## src/rtl/conv_result_collector.sv

```systemverilog
// Collects K row sums per beat into a total convolution sum, flags occupancy against
// a threshold, drops horizontal fill columns and queues results in a FWFT output FIFO.
module conv_result_collector #(
  parameter int unsigned KERNEL_SIZE  = 3,
  parameter int unsigned DATA_WIDTH   = 8,
  parameter int unsigned WEIGHT_WIDTH = 8,
  parameter int unsigned IMG_WIDTH    = 64,
  parameter int unsigned FIFO_DEPTH   = 8,
  localparam int unsigned SUM_WIDTH   = DATA_WIDTH + WEIGHT_WIDTH + KERNEL_SIZE,
  localparam int unsigned ACC_WIDTH   = SUM_WIDTH + $clog2(KERNEL_SIZE),
  localparam int unsigned CNT_WIDTH   = $clog2(FIFO_DEPTH) + 1
) (
  input  logic                            clk,
  input  logic                            rstn,
  input  logic [SUM_WIDTH*KERNEL_SIZE-1:0] rowSums_in,
  input  logic                            rowSums_valid,
  input  logic [ACC_WIDTH-1:0]            threshold,
  output logic [ACC_WIDTH-1:0]            out_data,
  output logic                            out_occupied,
  output logic                            out_last,
  output logic                            out_valid,
  input  logic                            out_ready,
  output logic                            overflow,
  output logic [CNT_WIDTH-1:0]            fifo_count
);

  localparam int unsigned PTR_W = (FIFO_DEPTH > 1) ? $clog2(FIFO_DEPTH) : 1;
  localparam int unsigned COL_W = (IMG_WIDTH > 1) ? $clog2(IMG_WIDTH) : 1;
  localparam logic [COL_W-1:0] COL_LAST = COL_W'(IMG_WIDTH - 1);
  localparam logic [COL_W-1:0] COL_FILL = COL_W'(KERNEL_SIZE - 1);

  typedef struct packed {
    logic [ACC_WIDTH-1:0] acc;
    logic                 occ;
    logic                 last;
  } entry_t;

  // Stage 1: sum and threshold compare
  logic [ACC_WIDTH-1:0] acc_d, acc_q;
  logic                 occ_d, occ_q;
  logic                 s1_valid_d, s1_valid_q;

  // Tag stage: column bookkeeping, fill drop and line-end marking
  logic [COL_W-1:0] col_d, col_q;
  logic             push_d, push_q;
  entry_t           entry_d, entry_q;

  // Output FIFO
  logic [PTR_W-1:0]     wr_ptr_d, wr_ptr_q;
  logic [PTR_W-1:0]     rd_ptr_d, rd_ptr_q;
  logic [CNT_WIDTH-1:0] count_d, count_q;
  logic                 overflow_d, overflow_q;
  entry_t               mem_q [FIFO_DEPTH];
  entry_t               head;
  logic                 full, pop, wr_en;

  always_comb begin
    acc_d = '0;
    for (int unsigned r = 0; r < KERNEL_SIZE; r++) begin
      acc_d = acc_d + ACC_WIDTH'(rowSums_in[r*SUM_WIDTH +: SUM_WIDTH]);
    end
    occ_d      = (acc_d >= threshold);
    s1_valid_d = rowSums_valid;
  end

  always_comb begin
    col_d = col_q;
    if (s1_valid_q) begin
      col_d = (col_q == COL_LAST) ? '0 : col_q + 1'b1;
    end
    push_d        = s1_valid_q && (col_q >= COL_FILL);
    entry_d.acc   = acc_q;
    entry_d.occ   = occ_q;
    entry_d.last  = (col_q == COL_LAST);
  end

  assign full  = (count_q == CNT_WIDTH'(FIFO_DEPTH));
  assign pop   = (count_q != '0) && out_ready;
  // A full FIFO still takes a push when the head leaves in the same cycle.
  assign wr_en = push_q && (!full || pop);

  always_comb begin
    wr_ptr_d   = wr_ptr_q;
    rd_ptr_d   = rd_ptr_q;
    count_d    = count_q;
    overflow_d = overflow_q | (push_q && full && !pop);
    if (wr_en) wr_ptr_d = wr_ptr_q + 1'b1;
    if (pop)   rd_ptr_d = rd_ptr_q + 1'b1;
    case ({wr_en, pop})
      2'b10:   count_d = count_q + 1'b1;
      2'b01:   count_d = count_q - 1'b1;
      default: count_d = count_q;
    endcase
  end

  always_ff @(posedge clk or negedge rstn) begin
    if (!rstn) begin
      acc_q      <= '0;
      occ_q      <= 1'b0;
      s1_valid_q <= 1'b0;
      col_q      <= '0;
      push_q     <= 1'b0;
      entry_q    <= '0;
      wr_ptr_q   <= '0;
      rd_ptr_q   <= '0;
      count_q    <= '0;
      overflow_q <= 1'b0;
    end else begin
      acc_q      <= acc_d;
      occ_q      <= occ_d;
      s1_valid_q <= s1_valid_d;
      col_q      <= col_d;
      push_q     <= push_d;
      entry_q    <= entry_d;
      wr_ptr_q   <= wr_ptr_d;
      rd_ptr_q   <= rd_ptr_d;
      count_q    <= count_d;
      overflow_q <= overflow_d;
    end
  end

  always_ff @(posedge clk) begin
    if (wr_en) mem_q[wr_ptr_q] <= entry_q;
  end

  // Head fields are gated by valid so reset forces them to zero without clearing storage.
  assign head         = mem_q[rd_ptr_q];
  assign out_valid    = (count_q != '0);
  assign out_data     = out_valid ? head.acc : '0;
  assign out_occupied = out_valid && head.occ;
  assign out_last     = out_valid && head.last;
  assign overflow     = overflow_q;
  assign fifo_count   = count_q;

endmodule

```

## config.mk

```make
export PLATFORM = sky130hd
export DESIGN_NAME = conv_result_collector
export DESIGN_NICKNAME = d
export VERILOG_FILES = /design/src/rtl/conv_result_collector.sv
export SDC_FILE = /design/constraint.sdc
export NUM_CORES = 1
export LEC_CHECK = 0
export CORE_MARGIN = 2
export CORE_UTILIZATION = 25
export CTS_CLUSTER_DIAMETER = 30
export DETAILED_ROUTE_END_ITERATION = 8
export PLACE_DENSITY_LB_ADDON = 0.2
export SYNTH_ARGS = -nofsm -noshare
export SYNTH_HDL_FRONTEND = slang
export SYNTH_SLANG_ARGS = --single-unit
```

## constraint.sdc

```tcl
create_clock -name clk -period 3.2 [get_ports clk]
set_input_delay 0.32 -clock clk [delete_from_list [all_inputs] [get_ports clk]]
set_output_delay 0.32 -clock clk [all_outputs]
set_load 0.01 [all_outputs]
```

# After elaboration in Yosys (flattened, before gate mapping)
# Memories as Yosys holds them, arrays and structs flattened.
# Index checks and enable logic that the tools add are counted.
# word_totals
regBits	64
ram_bits	184
in_bits	82
output_inout_bits	29
mem_count	1
# memory_table
name	words	word_bits	read_ports	rd_clocked_by_memory_dff	write_ports	line	rtl
mem_q	8	23	1	0	1	53	entry_t mem_q [FIFO_DEPTH];
# classes
n_addsub	7
magnitude_cmp	2
n_eq_ne	4
muxes	5
n_bitwise	1
n_reduce_logical	12
# ops
op	count
$add A20 B19 Y21	1
$ge A21 B21 Y1	1
$mux W21	1
$add A19 B19 Y20	1
$pmux W4 S2	1
$logic_and A1 B1 Y1	7
$add A3 B1 Y3 const B	2
$add A6 B1 Y6 const B	1
$eq A6 B6 Y1 const B	1
$ge A6 B2 Y1 const B	1
$mux W6	1
$add A4 B1 Y4 const B	1
$eq A4 B4 Y1 const B	1
$reduce_bool A4 Y1	1
$sub A4 B1 Y4 const B	1
$eq A2 B1 Y1 const B	1
$eq A2 B2 Y1 const B	1
$logic_not A1 Y1	2
$mux W1	2
$reduce_bool A2 Y1	1
$logic_or A1 B1 Y1	1
$or A1 B1 Y1	1

# Depth between registers and ports, before layout
# Gate-level depths: netlist of run 1.
# depth
ltp_word	6
depth_mapped	19
depth_no_buf	19

# Worst setup path after synthesis of run 1
# Ideal clock, no wire load.
# synth_timing
path_type	input -> register
start	input rowSums_in[1]
end	register occ_q
arrival_ps	3847
slack_ps	-773
path_stages	17
path_cell_list	inv_1 > fa_1 > inv_1 > ha_1 > fa_1 > a211o_1 > a211oi_2 > and4bb_4 > o41ai_4 > xnor2_1 > ha_1 > nor2b_1 > o21ai_1 > nand2b_1 > a21oi_1 > o21ai_1 > a221o_1
# synth_between
elab_chain_cells	3
# synth_lines
item	line	rtl
start, declared	15	input logic [SUM_WIDTH*KERNEL_SIZE-1:0] rowSums_in,
$add A19 B19 Y20	60	acc_d = acc_d + ACC_WIDTH'(rowSums_in[r*SUM_WIDTH +: SUM_WIDTH]);
$add A20 B19 Y21	60	
via acc_d[15]	39	logic [ACC_WIDTH-1:0] acc_d, acc_q;
$ge A21 B21 Y1	62	occ_d = (acc_d >= threshold);
via occ_d	40	logic occ_d, occ_q;
end signal, assigned	99	occ_q <= 1'b0;
end signal, assigned	110	occ_q <= occ_d;
end, declared	40	
# The timed path passes the listed nets, and every way through them passes these cells.
# A chain may end at the register's enable or synchronous reset.

# Worst setup path after layout of run 1
# layout_timing
start	input rowSums_in[39]
end	register occ_q
# layout_between
elab_chain_cells	2
# layout_lines
item	line
$add A20 B19 Y21	60
via acc_d[19]	39
$ge A21 B21 Y1	62
via occ_d	40
# The timed path passes the listed nets, and every way through them passes these cells.

==> results.ini, run 1 <==
[die]
fp.dieW_um = 212
dieArea_um2 = 44900
io_pins = 111
core_um2 = 42900
fp.dieH_um = 212
start_util_pct = 25.2
rows = 76

[place]
placed_cell_area_um2 = 13200
io_buffers = 110
hpwl_mm = 15.2
gp_congestion = 0.746
place_inst = 1393
dpl_worst_slack_ns = -1.76

[sta]
setup_violations = 2
finalCriticalPeriod_ns = 3.69
fin_skew_ns = 0.0159
max_slew_margin_pct = 70.0
fin_crit_sh_pct = 115
rsz0062_at_grt = true
finalWorstSetupSlack_ns = -0.490
hold_ws_ns = 0.235
fmax_mhz = 271
worstMarginPinSlew_ns = 0.450
hold_viol_final = 0
slew_violations = 0

[setup_path]
startpoint_type = primary input
end_kind = flip-flop
crit_arrival_ns = 4.09
rr_worst_depth = 11
rrSetupSlack_ns = 0.85
cp_max_fo = 2
critPathKind = in -> reg
required_ns = 3.60

[power_and_ir_drop]
power_density_nw_per_um2 = 931
p_leak_nw = 5.68
irDropWorstVdd_mv = 0.323
totalPowerFinal_w = 0.0138

[global_routing]
grtUsageTotal_pct = 10.6
grt_pass1_wl_mm = 36.3
first_global_vias = 6477
grt_max_degree = 34
antenna_found_initial = 1
grt.overflow.total = 0

[clocking]
cts.sinks = 248
htreeDepth = 2
cts_buffers = 39
clkTransAtPathRegs_ns = 0.05
cts_root_buf = clkbuf_16
clock_path_buffers = 3
cts_tree = built
clk_latency_ns = 0.52

[synth]
synth_top_area_share_pct = 51.2
async_flop_share_pct = 25.8
ys_ff_latch = 248
synth_edf_count = 184
syn_inst = 633
synth_area_leaders = edfxtp_1, dfrtp_1, mux4_2
ys.flop_type = edfxtp_1
ys_types = 54
synth_area_per_cell_um2 = 17.1
seq_area_frac_synth_pct = 66.0
synth_largest_area_cell = edfxtp_1
synthesis.nets = 782
synth_most_common_cell = edfxtp_1
post_synth_instance_area_um2 = 10800
synth_warnings = 0
ys_top_cells_by_count = edfxtp_1, dfrtp_1, ha_1, mux4_2, nor2_1

[detailed_routing]
drt-vias-per-instance = 4.02
ant_nets = 0
drt-initial-drc-count = 222
wire_per_inst_um = 15.7
vias = 5933
drc = 0
wl_mm = 23.2
first_pass_iters = 4

[layout]
fin_nets = 1010
final_area_um2 = 14800
drive_gt1_share_pct = 27.9
area_growth_pct = 37.3
multiInputGateArea_um2 = 3590
diodes = 0
nFillCells = 4157
seq_area_um2 = 7130
finalNonFillerCells = 1476

[min_path]
hold_class = in -> async

[status]
outcome = complete, but fails checks
violations = negative setup slack

[flow_run]
maxCapViolCount = 0

==> routing by layer <==
metal	vias up	wire length, µm	GRT usage, %
met5	-	12	0
met3	36	1070	2.52
met2	128	11500	18.7
met1	2898	10100	12.8
li1	2869	-	-
met4	2	483	3.38
==> power by group <==
group	internal, W	switching (W)	total [W]
sequential	0.00450	0.000518	0.00502
clock	0.00284	0.00149	0.00434
combinational	0.00237	0.00207	0.00444
==> flip-flops by register name (all words and copies together), names as in the netlist <==
| signal | count |
|---|---|
| fifo_count | 4 |
| rd_ptr_q | 3 |
| col_q | 6 |
| mem_q | 184 |
| entry_q | 23 |
| wr_ptr_q | 3 |
| push_q | 1 |
| occ_q | 1 |
| overflow | 1 |
| acc_q | 21 |
| s1_valid_q | 1 |
==> final cells by class <==
cell class | instances | area share, %
Multi-Input combinational cell | 331 | 24.2
Clock inverter | 24 | 2.08
Inverter | 37 | 0.988
Tap cell | 585 | 4.94
Timing Repair Buffer | 204 | 12.4
Clock buffer | 47 | 7.28
Sequential cell | 248 | 48.1
==> kinds of logic after synthesis <==
group,count (synthesis),synth area share (%)
simple gates,98,4.27
xor+xnor,26,2.11
buf+inv,54,1.97
compound gates,68,4.38
fa+ha+maj,67,9.23
flops,248,66.0
mux,72,12.0
==> critical path, stage by stage <==
cell,delay [ns]
buf_8,0.08
inv_8,0.02
fa_1,0.54
inv_2,0.05
ha_4,0.16
fa_2,0.34
a211o_1,0.30
a211oi_2,0.28
and4bb_4,0.25
o41ai_4,0.38
buf_4,0.19
buf_6,0.09
o21ai_4,0.04
a21oi_2,0.17
xnor2_2,0.09
ha_1,0.31
a21o_1,0.16
a221o_1,0.30
==> cell usage in the layout, fill, tap and decap left out, drive strengths merged, types with 21 or more instances in the layout <==
| cell type | synthesis | layout |
|---|---|---|
| edfxtp | 184 | 184 |
| clkdlybuf4s50 | 0 | 97 |
| buf | 7 | 97 |
| dfrtp | 64 | 64 |
| clkbuf | 10 | 47 |
| mux4 | 46 | 46 |
| ha | 46 | 46 |
| inv | 37 | 41 |
| nor2 | 40 | 40 |
| mux2i | 25 | 25 |
| nand2 | 23 | 23 |
| a21oi | 22 | 22 |
| fa | 21 | 21 |
==> metrics by stage <==
step	utilization, %	TNS [ns]
floorplan	-	-0.747
global placement	30.8	-6.23
CTS	34.4	-0.663
detailed placement	30.8	-6.42
finish	34.6	-0.647
global route	34.6	-0.925
==> path summary, 6_finish.rpt <==
| check | endpoint | startpoint |
|---|---|---|
| worst max-delay path | occ_q | rowSums_in[39] |
| worst min-delay path | col_q[0] | rstn |
| worst max register to register | fifo_count[3] | fifo_count[0] |
| worst min register to register | entry_q[13] | acc_q[11] |
| max in group asynchronous | entry_q[20] | rstn |
| min in group clk | s1_valid_q | rowSums_valid |
==> repair_timing <==
action | CTS | global route
buffers inserted | 11 | 3
hold endpoints to repair | 12 | 0
resized for setup | 39 | 10
endpoints found under the setup margin | 4 | 4
pin swaps | 23 | 5
hold buffers | 1 | 0
Note: power is estimated with default switching activity, not from simulation.
==> run 2, diff against run 1 <==
--- a/config.mk
+++ b/config.mk
@@ -9,7 +9,7 @@
 export CORE_UTILIZATION = 25
 export CTS_CLUSTER_DIAMETER = 30
 export DETAILED_ROUTE_END_ITERATION = 8
-export PLACE_DENSITY_LB_ADDON = 0.2
+export PLACE_DENSITY_LB_ADDON = 0.15
 export SYNTH_ARGS = -nofsm -noshare
 export SYNTH_HDL_FRONTEND = slang
 export SYNTH_SLANG_ARGS = --single-unit
==> run 2 against run 1 <==
Against the previous run:
- the run still ends with negative setup slack left
- register-to-register slack better by 0.03 ns
- clock power is 5.8% higher
- setup slack better by 0.11 ns
- worst hold slack better by 0.017 ns
- count of clock-buffer cells in the layout is 1 higher
- total power is 2.0% higher
- first-iteration DRC count is 11% higher
- utilization is 0.32 points higher
- critical path depth is 1 higher
- sequential cell count stayed put
- clock skew is 0.0024 ns lower
- largest cell class unchanged
- largest power group unchanged
==> results.ini, run 2 (same netlist as run 1, synthesis figures left out) <==
[layout]
regMostFlops = mem_q
nFillCells = 4176  ; +0.46%
fin_nets = 1018  ; +0.79%
mostFrequentLayoutCells = edfxtp_1, clkdlybuf4s50_1, buf_4
area_growth_pct = 38.6
multiInputGateArea_um2 = 3590  ; about the same
drive_gt1_share_pct = 29.6  ; +1.6 points
seq_area_um2 = 7130  ; unchanged
largest_reg_flops = 184  ; unchanged
final_common_cell = edfxtp_1
largestRegisters = mem_q: 184 flops, entry_q: 23 flops, acc_q: 21 flops
finalNonFillerCells = 1488  ; +0.81%
diodes = 0  ; unchanged

[sta]
worstMarginPinSlew_ns = 0.817  ; +0.367 ns
rsz0062_at_grt = true
finalWorstSetupSlack_ns = -0.381  ; +0.110 ns
slew_violations = 0  ; unchanged
fmax_mhz = 279  ; +3.1%
max_slew_margin_pct = 45.5  ; -24 points
tns_ns = -0.381  ; +0.266 ns
setup_violations = 1  ; -1
hold_viol_final = 0  ; unchanged
finalCriticalPeriod_ns = 3.58  ; -0.110 ns
fin_crit_sh_pct = 112  ; -3.4 points
fin_skew_ns = 0.0135  ; -0.00237 ns

[clocking]
cts_buffers = 43  ; +10%
clkTransAtPathRegs_ns = 0.05  ; about the same
cts.sinks = 248  ; unchanged
clk_latency_ns = 0.53  ; about the same
clock_path_buffers = 3  ; unchanged
cts_tree = built
cts_root_buf = clkbuf_16
htreeDepth = 2  ; unchanged

[place]
gp_congestion = 0.730  ; -2.1%
hpwl_mm = 15.9  ; +5.1%
io_buffers = 110  ; unchanged
place_inst = 1396  ; +0.22%
dpl_worst_slack_ns = -1.70  ; +0.0634 ns

[die]
core_um2 = 42900  ; unchanged
io_pins = 111  ; unchanged
dieArea_um2 = 44900  ; unchanged
fp.dieH_um = 212  ; unchanged
fp.dieW_um = 212  ; unchanged
rows = 76  ; unchanged
start_util_pct = 25.2  ; unchanged

[setup_path]
startpoint_type = primary input
worstPathCellList = clkdlybuf4s50_1 > fa_1 > ha_4 > a21o_1 > a21oi_2 > a21oi_2 > buf_4 > o211ai_1 > buf_4 > nand3b_1 > buf_4 > a211oi_2 > nor3_2 > ha_1 > o21ai_1 > nand2b_1 > a21oi_2 > o21ai_1 > a221o_1
end_kind = flip-flop
crit_slowest_cell = fa_1
worst-path-buf-inv = 4  ; -1
required_ns = 3.60  ; about the same
critPathMaxStageDelay_ns = 0.57  ; +0.03 ns
critPathKind = in -> reg
crit_family = compound AO/OA/AOI/OAI gates
cp_max_fo = 3  ; +1
crit_arrival_ns = 3.98  ; -0.11 ns

[global_routing]
first_global_vias = 6701  ; +3.5%
grtUsageTotal_pct = 11.2  ; +0.56 points
grt_pass1_wl_mm = 38.0  ; +4.6%
grt_max_degree = 49  ; +44%
grt.overflow.total = 0  ; unchanged
antenna_found_initial = 0  ; -1

[detailed_routing]
drt-initial-drc-count = 246  ; +11%
drt-vias-per-instance = 4.08  ; +1.4%
first_pass_iters = 4  ; unchanged
wire_per_inst_um = 16.2  ; +2.8%
vias = 6064  ; +2.2%
wl_mm = 24.0  ; +3.6%
drc = 0  ; unchanged
ant_nets = 0  ; unchanged

[power_and_ir_drop]
clockPowerShare_pct = 32.7  ; +1.3 points
totalPowerFinal_w = 0.0141  ; +2.0%
p_leak_nw = 5.73  ; +0.84%
p_seq_share_pct = 35.6  ; -0.8 points
power_density_nw_per_um2 = 941  ; +1.0%
irDropWorstVdd_mv = 0.386  ; +20%
internal_power_w = 0.00986  ; +1.4%
p_comb_share_pct = 31.7  ; -0.5 points
p_sw_w = 0.00421  ; +3.2%
p_sw_share_pct = 29.9  ; +0.36 points

[flow_run]
maxCapViolCount = 0  ; unchanged

[status]
violations = negative setup slack
outcome = complete, but fails checks

[min_path]
hold_class = in -> reg

==> run 2: path summary, 6_finish.rpt <==
path	startpoint	depth (start not counted)	end	slack, ns
worst max-delay path	rowSums_in[23]	19	occ_q	-0.38
worst min-delay path	rowSums_valid	1	s1_valid_q	0.25
worst max register to register	fifo_count[0]	9	fifo_count[3]	0.88
worst min register to register	acc_q[0]	0	entry_q[2]	0.34
max in group asynchronous	rstn	3	entry_q[22]	2.11
min in group asynchronous	rstn	2	col_q[1]	0.43
==> run 2: metrics by stage <==
stage                     util, %  cell area [µm²]  hold slack, ns
after floorplan                 -            10800          0.0244
after global placement       30.9            13300           0.331
after detailed placement     30.9            13300           0.335
after CTS                    34.7            14900           0.224
after global routing         34.9            15000           0.240
final                        34.9            15000           0.252
==> run 2: routing by layer <==
layer	part of all wire, %	vias up	routed length [µm]	GRT usage, %
li1	-	2888	-	-
met1	42	3009	10200	13.3
met2	51	125	12300	20.1
met3	4.3	42	1040	2.27
met4	2.1	0	516	3.86
met5	0	-	0	0
==> run 2: power groups by stage <==
stage	clock (W)	combinational (W)	sequential, W
finish	0.00459	0.00447	0.00501
global route	0.00488	0.00497	0.00513
CTS	0.00472	0.00459	0.00504
detailed placement	0	0.00448	0.00509
global placement	0	0.00447	0.00507
floorplan	0	0.00247	0.00488
==> run 2: layout make-up <==
cell class / instances / share of cell area [%]
Sequential cell: 248 / 47.7
Multi-Input combinational cell: 331 / 24.0
Timing Repair Buffer: 208 / 12.5
Clock buffer: 48 / 7.74
Tap cell: 585 / 4.89
Clock inverter: 31 / 2.24
Inverter: 37 / 0.979
==> run 2: timing repair <==
| action | CTS | global route |
|---|---|---|
| resized for setup | 37 | 11 |
| pin swaps | 29 | 18 |
| gates cloned | 0 | 0 |
| setup buffers | 8 | 8 |
| setup endpoints to repair | 4 | 2 |
| hold endpoints to repair | 29 | 0 |
| hold buffers | 1 | 0 |
==> run 3, diff against run 2 <==
--- a/config.mk
+++ b/config.mk
@@ -5,7 +5,7 @@
 export SDC_FILE = /design/constraint.sdc
 export NUM_CORES = 1
 export LEC_CHECK = 0
-export CORE_MARGIN = 2
+export CORE_MARGIN = 3
 export CORE_UTILIZATION = 25
 export CTS_CLUSTER_DIAMETER = 30
 export DETAILED_ROUTE_END_ITERATION = 8
==> run 3 against run 2 <==
Against the previous run:
- the flow finishes with violations (negative hold slack, negative setup slack)
- sequential share of layout area decreased by 1.0 points
- die area increased by 1.9%
- wire length increased by 0.38%
- clock power increased by 15%
- clock skew increased by 0.0039 ns
- final cell count increased by 0.40%
- via count increased by 0.46%
==> results.ini, run 3 (same netlist as run 1, synthesis figures left out) <==
[status]
outcome = complete, but fails checks
violations = negative hold slack, negative setup slack

[min_path]
hold_class = in -> async

[die]
dieArea_um2 = 45700  ; +1.9%
fp.dieH_um = 214  ; +0.94%
rows = 75  ; -1.3%
fp.dieW_um = 214  ; +0.94%
io_pins = 111  ; unchanged
start_util_pct = 25.5  ; +0.34 points
core_um2 = 42300  ; -1.3%

[sta]
slew_violations = 0  ; unchanged
hold_viol_final = 6  ; +6
rsz0062_at_grt = true
fin_skew_ns = 0.0175  ; +0.00395 ns
finalWorstSetupSlack_ns = -0.498  ; -0.117 ns
finalCriticalPeriod_ns = 3.70  ; +0.117 ns
hold_ws_ns = -0.000672  ; -0.253 ns
fin_crit_sh_pct = 116  ; +3.7 points
fmax_mhz = 270  ; -3.2%
setup_violations = 1  ; unchanged
max_slew_margin_pct = 41.7  ; -3.8 points
worstMarginPinSlew_ns = 0.874  ; +0.0571 ns

[power_and_ir_drop]
p_leak_nw = 5.92  ; +3.3%
power_density_nw_per_um2 = 974  ; +3.6%
irDropWorstVdd_mv = 0.416  ; +7.6%
totalPowerFinal_w = 0.0149  ; +5.9%

[clocking]
htreeDepth = 2  ; unchanged
clock_path_buffers = 3  ; unchanged
cts.sinks = 248  ; unchanged
ctsHoldBuffers = 0  ; -1
clkTransAtPathRegs_ns = 0.05  ; about the same
cts_buffers = 46  ; +7.0%
cts_root_buf = clkbuf_16
clk_latency_ns = 0.53  ; about the same
cts_tree = built

[layout]
finalNonFillerCells = 1494  ; +0.40%
drive_gt1_share_pct = 30.2  ; +0.64 points
fin_nets = 1028  ; +0.98%
final_common_cell = edfxtp_1
diodes = 0  ; unchanged
mostFrequentLayoutCells = edfxtp_1, clkdlybuf4s50_1, buf_4
regMostFlops = mem_q
largestRegisters = mem_q: 184 flops, entry_q: 23 flops, acc_q: 21 flops
area_growth_pct = 41.6
nFillCells = 4095  ; -1.9%
largest_reg_flops = 184  ; unchanged

[detailed_routing]
drc = 0  ; unchanged
wire_per_inst_um = 16.2  ; about the same
drt-initial-drc-count = 211  ; -14%
first_pass_iters = 4  ; unchanged
drt-vias-per-instance = 4.08  ; about the same
vias = 6092  ; +0.46%
wl_mm = 24.1  ; +0.38%
ant_nets = 0  ; unchanged

[setup_path]
crit_start = rowSums_in[39]
critPathKind = in -> reg
cp_max_fo = 2  ; -1
end_kind = flip-flop
rr_worst_depth = 11  ; +2
required_ns = 3.61  ; about the same
timing.rr.start = fifo_count[0]
startpoint_type = primary input
crit_arrival_ns = 4.10  ; +0.12 ns

[global_routing]
first_global_vias = 6709  ; +0.12%
grt_max_degree = 65  ; +33%
grt_pass1_wl_mm = 37.9  ; -0.33%
grtUsageTotal_pct = 10.9  ; -0.35 points
antenna_found_initial = 1  ; +1
grt.overflow.total = 0  ; unchanged

[place]
place_inst = 1391  ; -0.36%
gp_congestion = 0.720  ; -1.4%
io_buffers = 110  ; unchanged
hpwl_mm = 15.8  ; -0.85%

[flow_run]
maxCapViolCount = 0  ; unchanged

-- run 3: cell types whose count changed in the layout (fill, tap and decap cells not counted), moves of 3 or more --
cell,delta
buf_6,+3
buf_4,+3
bufinv_16,+5
dlygate4sd2_1,-3
clkbuf_16,+5
clkinvlp_4,-4
inv_6,-3
-- run 3: area by class of cell --
cell class	count	area, µm²	share of cell area (%)
multi-input combinational	331	3600	23.5
tap	577	722	4.72
timing repair buffer	215	1960	12.8
inverter	37	146	0.958
clock buffer	55	1290	8.44
clock inverter	31	442	2.89
sequential	248	7130	46.7
-- run 3: worst max-delay path: stages --
cell and delay, ns:
buf_8 0.08, inv_8 0.02, fa_1 0.54, inv_2 0.05, ha_4 0.16, fa_2 0.35
a211o_1 0.30, a211oi_2 0.27, and4bb_4 0.29, o41ai_4 0.39, buf_4 0.19, buf_6 0.09
o21ai_2 0.04, a21oi_2 0.17, xnor2_2 0.13, ha_1 0.26, a21o_1 0.16, a221o_1 0.30
-- run 3: per-layer routing --
layer / routed length [µm] / global-route usage [%] / vias up
li1: - / - / 2909
met1: 10700 / 13.9 / 3004
met2: 11700 / 18.3 / 129
met3: 1210 / 2.43 / 48
met4: 520 / 3.49 / 2
met5: 7 / 0 / -
-- run 3: per-stage QoR --
step	cell area, µm²	TNS [ns]	worst slack, ns	util [%]
after floorplan	10800	-0.747	-0.747	-
after global placement	13300	-5.65	-1.64	31.4
after detailed placement	13300	-5.79	-1.66	31.4
after CTS	15200	-0.625	-0.473	35.8
after global routing	15300	-0.618	-0.618	36.1
final	15300	-0.498	-0.498	36.1
-- run 3: what timing repair did --
action,4_1_cts,5_1_grt
pin swaps,29,15
endpoints found under the setup margin,5,3
resized for setup,39,12
setup buffers,11,10
-- run 3: worst paths after layout --
path | to | slack [ns]
max | occ_q | -0.50
min in group clk | s1_valid_q | 0.23
max in group asynchronous | rd_ptr_q[0] | 2.56
min | push_q | -0.0007
max reg2reg | fifo_count[3] | 0.87
min reg2reg | entry_q[1] | 0.34
-- run 3: power breakdown --
group / total, W / internal, W / switching [W]
sequential: 0.00506 / 0.00451 / 0.000549
combinational: 0.00456 / 0.00250 / 0.00206
clock: 0.00528 / 0.00363 / 0.00164
total: 0.0149 / 0.0106 / 0.00425
